File: config.mk
export PLATFORM = sky130hd
export DESIGN_NAME = bless_inject_flat
export DESIGN_NICKNAME = d
export VERILOG_FILES = /design/src/rtl/bless_inject_pkg.sv /design/src/rtl/bless_inject_if.sv /design/src/rtl/bless_inj_fifo.sv /design/src/rtl/bless_inject.sv /design/src/flat_wrapper.sv
export SDC_FILE = /design/constraint.sdc
export NUM_CORES = 1
export LEC_CHECK = 0
export ABC_AREA = 1
export CAP_MARGIN = 30
export CELL_PAD_IN_SITES_DETAIL_PLACEMENT = 2
export CELL_PAD_IN_SITES_GLOBAL_PLACEMENT = 2
export CORE_MARGIN = 4
export CORE_UTILIZATION = 42
export DETAILED_ROUTE_END_ITERATION = 8
export MAX_ROUTING_LAYER = met4
export PLACE_DENSITY_LB_ADDON = 0.15
export SETUP_SLACK_MARGIN = 0.5
export SKIP_CTS_REPAIR_TIMING = 1
export SLEW_MARGIN = 40
export SYNTH_ARGS = -nofsm -noshare
export SYNTH_HDL_FRONTEND = slang
export SYNTH_SLANG_ARGS = --single-unit
export TNS_END_PERCENT = 5
File: constraint.sdc
create_clock -name clk -period 17.76 [get_ports clk]
set_input_delay 4.44 -clock clk [delete_from_list [all_inputs] [get_ports clk]]
set_output_delay 4.44 -clock clk [all_outputs]
set_load 0.05 [all_outputs]
File: src/rtl/bless_inject_pkg.sv
// Shared types and constants for the BLESS local-port injection transmitter.
// Control word layout: [27] valid, [26:20] age, [19:16] dest, [15:0] tag.
package bless_inject_pkg;

  localparam int CONTROL_W = 28;
  localparam int DATA_W    = 128;
  localparam int DEST_W    = 4;
  localparam int TAG_W     = 16;
  localparam int AGE_W     = 7;

  localparam int CTL_VALID   = 27;
  localparam int CTL_AGE_HI  = 26;
  localparam int CTL_AGE_LO  = 20;
  localparam int CTL_DEST_HI = 19;
  localparam int CTL_DEST_LO = 16;
  localparam int CTL_TAG_HI  = 15;
  localparam int CTL_TAG_LO  = 0;

  localparam logic [AGE_W-1:0] AGE_MAX = 7'h7F;

  // One FIFO entry: 4 + 16 + 128 = 148 bits.
  typedef struct packed {
    logic [DEST_W-1:0] dest;
    logic [TAG_W-1:0]  tag;
    logic [DATA_W-1:0] data;
  } pkt_t;

  // Assemble a valid control word for the router's port4_ci.
  function automatic logic [CONTROL_W-1:0] make_ctl(input logic [AGE_W-1:0]  age,
                                                    input logic [DEST_W-1:0] dest,
                                                    input logic [TAG_W-1:0]  tag);
    logic [CONTROL_W-1:0] ctl;
    ctl                          = '0;
    ctl[CTL_VALID]               = 1'b1;
    ctl[CTL_AGE_HI:CTL_AGE_LO]   = age;
    ctl[CTL_DEST_HI:CTL_DEST_LO] = dest;
    ctl[CTL_TAG_HI:CTL_TAG_LO]   = tag;
    return ctl;
  endfunction

endpackage

File: src/rtl/bless_inject_if.sv
// Core-side request bus and router injection port of the BLESS injector.
// master: core/router side that drives requests and inj_ready.
// slave:  the injector itself.
interface bless_inject_if;
  import bless_inject_pkg::*;

  logic                 req_valid;
  logic                 req_ready;
  logic [DEST_W-1:0]    req_dest;
  logic [TAG_W-1:0]     req_tag;
  logic [DATA_W-1:0]    req_data;
  logic                 inj_ready;
  logic [CONTROL_W-1:0] inj_c;
  logic [DATA_W-1:0]    inj_d;

  modport master (
    output req_valid, req_dest, req_tag, req_data, inj_ready,
    input  req_ready, inj_c, inj_d
  );

  modport slave (
    input  req_valid, req_dest, req_tag, req_data, inj_ready,
    output req_ready, inj_c, inj_d
  );

endinterface

File: src/rtl/bless_inj_fifo.sv
// Circular packet FIFO for the BLESS injector: AW-bit read/write pointers
// wrapping mod DEPTH plus an AW+1-bit occupancy count. A push while full is
// accepted only when a pop happens on the same edge.
module bless_inj_fifo
  import bless_inject_pkg::*;
#(
  parameter int DEPTH = 4,
  parameter int AW    = 2
) (
  input  logic clk,
  input  logic rst,
  input  logic push_i,
  input  logic pop_i,
  input  pkt_t wdata_i,
  output pkt_t rdata_o,
  output logic full_o,
  output logic empty_o
);

  pkt_t          mem_q [DEPTH];
  logic [AW-1:0] wptr_q, wptr_d;
  logic [AW-1:0] rptr_q, rptr_d;
  logic [AW:0]   count_q, count_d;
  logic          do_push, do_pop;

  assign full_o  = (count_q == (AW+1)'(DEPTH));
  assign empty_o = (count_q == '0);
  assign rdata_o = mem_q[rptr_q];
  assign do_pop  = pop_i && !empty_o;
  assign do_push = push_i && (!full_o || do_pop);

  // Next pointer and count values.
  always_comb begin
    // NOTE: every signal assigned here gets a default first so no path leaves it unassigned (no latch).
    wptr_d  = wptr_q;
    rptr_d  = rptr_q;
    count_d = count_q;
    if (do_push) wptr_d = wptr_q + AW'(1);
    if (do_pop)  rptr_d = rptr_q + AW'(1);
    case ({do_push, do_pop})
      2'b10:   count_d = count_q + (AW+1)'(1);
      2'b01:   count_d = count_q - (AW+1)'(1);
      default: count_d = count_q;
    endcase
  end

  // Pointer and count registers with synchronous reset.
  always_ff @(posedge clk) begin
    // NOTE: state registers use non-blocking assignment so every flop samples pre-edge values.
    if (rst) begin
      wptr_q  <= '0;
      rptr_q  <= '0;
      count_q <= '0;
    end else begin
      wptr_q  <= wptr_d;
      rptr_q  <= rptr_d;
      count_q <= count_d;
    end
  end

  // Entry storage write port.
  always_ff @(posedge clk) begin
    // NOTE: storage is deliberately not reset; the count guarantees stale entries are never read as valid.
    if (do_push) mem_q[wptr_q] <= wdata_i;
  end

endmodule

File: src/rtl/bless_inject.sv
// BLESS local-port injection transmitter. Buffers core packets in a FIFO and
// drives the router injection port with a control word on the launch edge and
// the data word on the following edge; the head packet's age counts the
// cycles it waited for inj_ready.
// Optional: define BLESS_INJ_STATS_EN to add stat_pkts/stat_stall counters.
module bless_inject
  import bless_inject_pkg::*;
#(
  parameter int DEPTH = 4,
  parameter int AW    = 2
) (
  input  logic                clk,
  input  logic                rst,
  bless_inject_if.slave       bus
`ifdef BLESS_INJ_STATS_EN
  ,
  output logic [31:0]         stat_pkts,
  output logic [31:0]         stat_stall
`endif
);

  pkt_t                 wr_pkt, head;
  logic                 fifo_full, fifo_empty;
  logic                 push, launch, stall;
  logic [AGE_W-1:0]     age_q, age_d;
  logic [CONTROL_W-1:0] inj_c_q, inj_c_d;
  logic [DATA_W-1:0]    inj_d_q, inj_d_d;
  logic [DATA_W-1:0]    dstage_q, dstage_d;
  logic                 dvalid_q, dvalid_d;

  assign wr_pkt        = {bus.req_dest, bus.req_tag, bus.req_data};
  assign bus.req_ready = !fifo_full;
  assign push          = bus.req_valid && !fifo_full;
  assign launch        = !fifo_empty && bus.inj_ready;
  assign stall         = !fifo_empty && !bus.inj_ready;
  assign bus.inj_c     = inj_c_q;
  assign bus.inj_d     = inj_d_q;

  bless_inj_fifo #(
    .DEPTH (DEPTH),
    .AW    (AW)
  ) u_fifo (
    .clk     (clk),
    .rst     (rst),
    .push_i  (push),
    .pop_i   (launch),
    .wdata_i (wr_pkt),
    .rdata_o (head),
    .full_o  (fifo_full),
    .empty_o (fifo_empty)
  );

  // Launch, age and two-phase output next-state logic.
  always_comb begin
    age_d    = age_q;
    inj_c_d  = '0;
    dstage_d = dstage_q;
    dvalid_d = launch;
    inj_d_d  = dvalid_q ? dstage_q : '0;
    if (launch) begin
      age_d    = '0;
      inj_c_d  = make_ctl(age_q, head.dest, head.tag);
      dstage_d = head.data;
    end else if (stall && (age_q != AGE_MAX)) begin
      age_d = age_q + AGE_W'(1);
    end
  end

  // Output, data-stage and age registers; reset drops any pending data phase.
  always_ff @(posedge clk) begin
    if (rst) begin
      age_q    <= '0;
      inj_c_q  <= '0;
      inj_d_q  <= '0;
      dstage_q <= '0;
      dvalid_q <= 1'b0;
    end else begin
      age_q    <= age_d;
      inj_c_q  <= inj_c_d;
      inj_d_q  <= inj_d_d;
      dstage_q <= dstage_d;
      dvalid_q <= dvalid_d;
    end
  end

`ifdef BLESS_INJ_STATS_EN
  logic [31:0] stat_pkts_q, stat_stall_q;

  assign stat_pkts  = stat_pkts_q;
  assign stat_stall = stat_stall_q;

  // Launch and stall counters, wrapping at 2^32.
  always_ff @(posedge clk) begin
    if (rst) begin
      stat_pkts_q  <= '0;
      stat_stall_q <= '0;
    end else begin
      if (launch) stat_pkts_q  <= stat_pkts_q + 32'd1;
      if (stall)  stat_stall_q <= stat_stall_q + 32'd1;
    end
  end
`endif

endmodule

File: src/flat_wrapper.sv
// flat-port wrapper written by rule: the top's interface ports become plain ports
module bless_inject_flat import bless_inject_pkg::*;
#(
  parameter int DEPTH = 4,
  parameter int AW    = 2
)
  (clk, rst, bus_req_valid, bus_req_dest, bus_req_tag, bus_req_data, bus_inj_ready, bus_req_ready, bus_inj_c, bus_inj_d);
  bless_inject_if bus_i ();
  input  logic clk;
  input  logic rst;
  input wire logic [$bits(bus_i.req_valid)-1:0] bus_req_valid;
  input wire logic [$bits(bus_i.req_dest)-1:0] bus_req_dest;
  input wire logic [$bits(bus_i.req_tag)-1:0] bus_req_tag;
  input wire logic [$bits(bus_i.req_data)-1:0] bus_req_data;
  input wire logic [$bits(bus_i.inj_ready)-1:0] bus_inj_ready;
  output wire logic [$bits(bus_i.req_ready)-1:0] bus_req_ready;
  output wire logic [$bits(bus_i.inj_c)-1:0] bus_inj_c;
  output wire logic [$bits(bus_i.inj_d)-1:0] bus_inj_d;
  assign bus_i.req_valid = bus_req_valid;
  assign bus_i.req_dest = bus_req_dest;
  assign bus_i.req_tag = bus_req_tag;
  assign bus_i.req_data = bus_req_data;
  assign bus_i.inj_ready = bus_inj_ready;
  assign bus_req_ready = bus_i.req_ready;
  assign bus_inj_c = bus_i.inj_c;
  assign bus_inj_d = bus_i.inj_d;
  bless_inject #(.DEPTH(DEPTH), .AW(AW)) u_core (.clk(clk), .rst(rst), .bus(bus_i));
endmodule
==> impl_results.md <==
- CP cell instances: nor2_4, nand2_1, clkdlybuf4s50_1
- Root buf cell: clkbuf_16
- Slowest cell on crit path: clkdlybuf4s50_1
- # IOs: 309
- Unrepaired setup endpoints after global routing: false
- Routed wire per std cell: 23.53 um
- Final hold vios: 0
- Worst hold stages: 2
- Critical path arrival: 2.02 ns
- Starting Density: 42.42%
- Sequential area share after synthesis: 75.32%
- CP required: 13.32 ns
- Clk_skew: 0.02350 ns
- Minimum clock period: 6.461 ns
- CP max FO: 4
- TritonCTS buffer count: 93
- Clock buffer depth: 3
- CTS H-tree depth: 3
- Crit end category: primary output
- Starting DRC count in detailed routing: 1231
- Unique masters post-synth: 26
- Worst-path clk slew: 0.06 ns
- Most frequent cells in the layout: 611 x nor2_1, 592 x edfxtp_1, 333 x o21ai_0, 308 x clkdlybuf4s50_1, 298 x dfxtp_1
- Fin crit share: 36.38%
- Post-DR vias/cell: 5.199
- Syn Nets: 2731
- Vias: 20333
- Max Clock Freq: 0.1548 GHz
- # clock sinks: 892
- Worst setup margin: 11.30 ns
- Ys Warns: 0
- Static leakage: 13.15 nW
- Worst skew pair latency: 0.64 ns
- Setup crit start kind: flip-flop
- Maxcap violations: 0
- Die X: 282.2 um
- Cells after synthesis: 2572
- Area grow syn2layout: 21.90%
- Delay-heaviest family, CP: buffers and inverters
- Row cnt: 100
- Share of layout cells above drive strength 1: 8.948%
- Grt total ovfl: 0
- Detail Placement HPWL: 52.32 mm
- Die span in y: 282.2 um
- Crit Path Class: flip-flop to primary output
- Routed WL: 92.01 mm
- Largest net degree at the start of global routing: 190
- Dpl ws: 10.75 ns
- Die area: 79630 um2
- Core area: 74450 um2
- Initial antenna violation count: 14
- Worst path depth: 3
- Worst min path class: flip-flop to flip-flop
- First-pass GRT wire length: 138.1 mm
- TNS Setup: 0 ns
- Fillcell total: 7042
- Vias in the first global route: 23510
- Slew headroom: 41.24%
- Flops & latches, synth: 892
- Pwr/cell area: 142.5 nW/um2
- CP bufs+invs: 1
- Mapped Area: 31580 um2
- Final setup vio count: 0
- Max IR drop VDD: 95.62 uV
- Antenna-violating nets left: 0
- CTS tree: done
- Worst R2R Path Depth: 9
- Area of the multi-input gates: 6436 um2
- Buffers on Ports: 308
- Final Slew Violations: 0
- GP Congestion: 0.7305
- DRT Pass-1 Iters: 5
- Synth Area per Inst: 12.28 um2
- Largest stage delay, worst path: 0.81 ns
- Actual slew at the worst max-slew pin: 0.8813 ns
- GRT Util Overall: 23.51%
- Commonest non-fill, non-tap cell in the layout: nor2_1
- Register cell area after layout: 23790 um2
- Nets@finish: 3012
- Status: finished clean
- Drc violations: 0
[worst register-to-register path, stage by stage (launching register included)]
cell	delay, ns
dfxtp_4	0.81
buf_6	0.71
buf_6	0.64
buf_6	0.67
nor2_1	0.19
nor2_1	0.14
o21ai_0	0.10
o21ai_1	0.14
nand2_1	0.09
o21ai_2	0.09
[per-stage QoR]
stage	instance area [um2]	total power (W)	hold WS [ns]	cells	utilization [%]
floorplan	31580	0.003265	0.4104	2572	-
global placement	35280	0.003498	0.4228	3722	47.39
detailed placement	35450	0.003588	0.4291	3727	47.62
CTS	38450	0.005548	0.4442	3897	51.64
global route	38490	0.005747	0.4613	3911	51.70
finish	38490	0.005485	0.4427	3911	51.70
[metal layers]
metal  part of all wire [%]  wire length, um  GRT usage (%)
met5                      0                0              -
met4                    2.4             2171          7.384
met3                    3.9             3631          3.863
met2                     53            49140          43.01
met1                     40            37080          26.34
[Yosys cell counts]
cell type,count,area (um2)
inv_1,152,570.6
o21ai_1,136,680.7
nor3_1,1,5.000
buf_2,69,345.3
buf_4,17,127.6
nand2_1,153,574.3
buf_6,17,191.4
a21oi_4,1,16.27
clkbuf_1,34,127.6
o21ai_0,333,1667
nand4_1,3,18.77
inv_6,1,8.760
clkbuf_2,2,10.01
edfxtp_1,592,17780
or2_2,1,6.260
nand2_2,1,6.260
nor2_4,3,33.78
nand3_1,7,35.03
buf_1,3,11.26
dfxtp_1,300,6006
a21oi_1,31,155.2
inv_2,3,11.26
ha_1,6,75.07
nor2_1,615,2308
o21ai_2,90,788.3
fa_1,1,20.02
[layout make-up]
class | count | area share (%)
flip-flops and latches | 892 | 61.80
multi-input cells | 1382 | 16.72
repair buffers | 328 | 8.855
clock buffers | 139 | 6.998
well taps | 969 | 3.150
inverters | 156 | 1.593
clock inverters | 31 | 0.7931
diodes | 14 | 0.09102
[flip-flops by register name, summed over array words and instances (netlist names), named ones only]
| name | count |
|---|---|
| u_core.dstage_q | 128 |
| u_core.u_fifo.mem_q | 592 |
| u_core.age_q | 7 |
| u_core.bus.inj_d | 128 |
| u_core.bus.inj_c | 27 |
| u_core.u_fifo.count_q | 3 |
| u_core.dvalid_q | 1 |
| u_core.u_fifo.wptr_q | 2 |
| u_core.u_fifo.rptr_q | 2 |
[cell families after synthesis]
logic type | after synthesis | synth area share [%]
flops | 892 | 75.32
simple gates | 784 | 9.462
compound gates | 591 | 10.47
buf+inv | 298 | 4.446
fa+ha+maj | 7 | 0.3011
[where the power goes]
part           switching [W]  total (W)  internal [W]
clock network       0.000799    0.00193       0.00113
registers          0.0000922    0.00255       0.00246
logic               0.000728    0.00100      0.000275
total                0.00162    0.00548       0.00386
[worst paths after layout]
path / from / endpoint / slack [ns]
worst min register to register: u_core.dstage_q[78] / u_core.bus.inj_d[78] / 0.44
worst max register to register: flip-flop / u_core.dstage_q[24] / 14.13
worst max-delay path: u_core.u_fifo.count_q[1] / bus_req_ready / 11.30
worst min-delay path: u_core.dstage_q[78] / u_core.bus.inj_d[78] / 0.44
No activity file was read; power rests on OpenSTA's default activity.
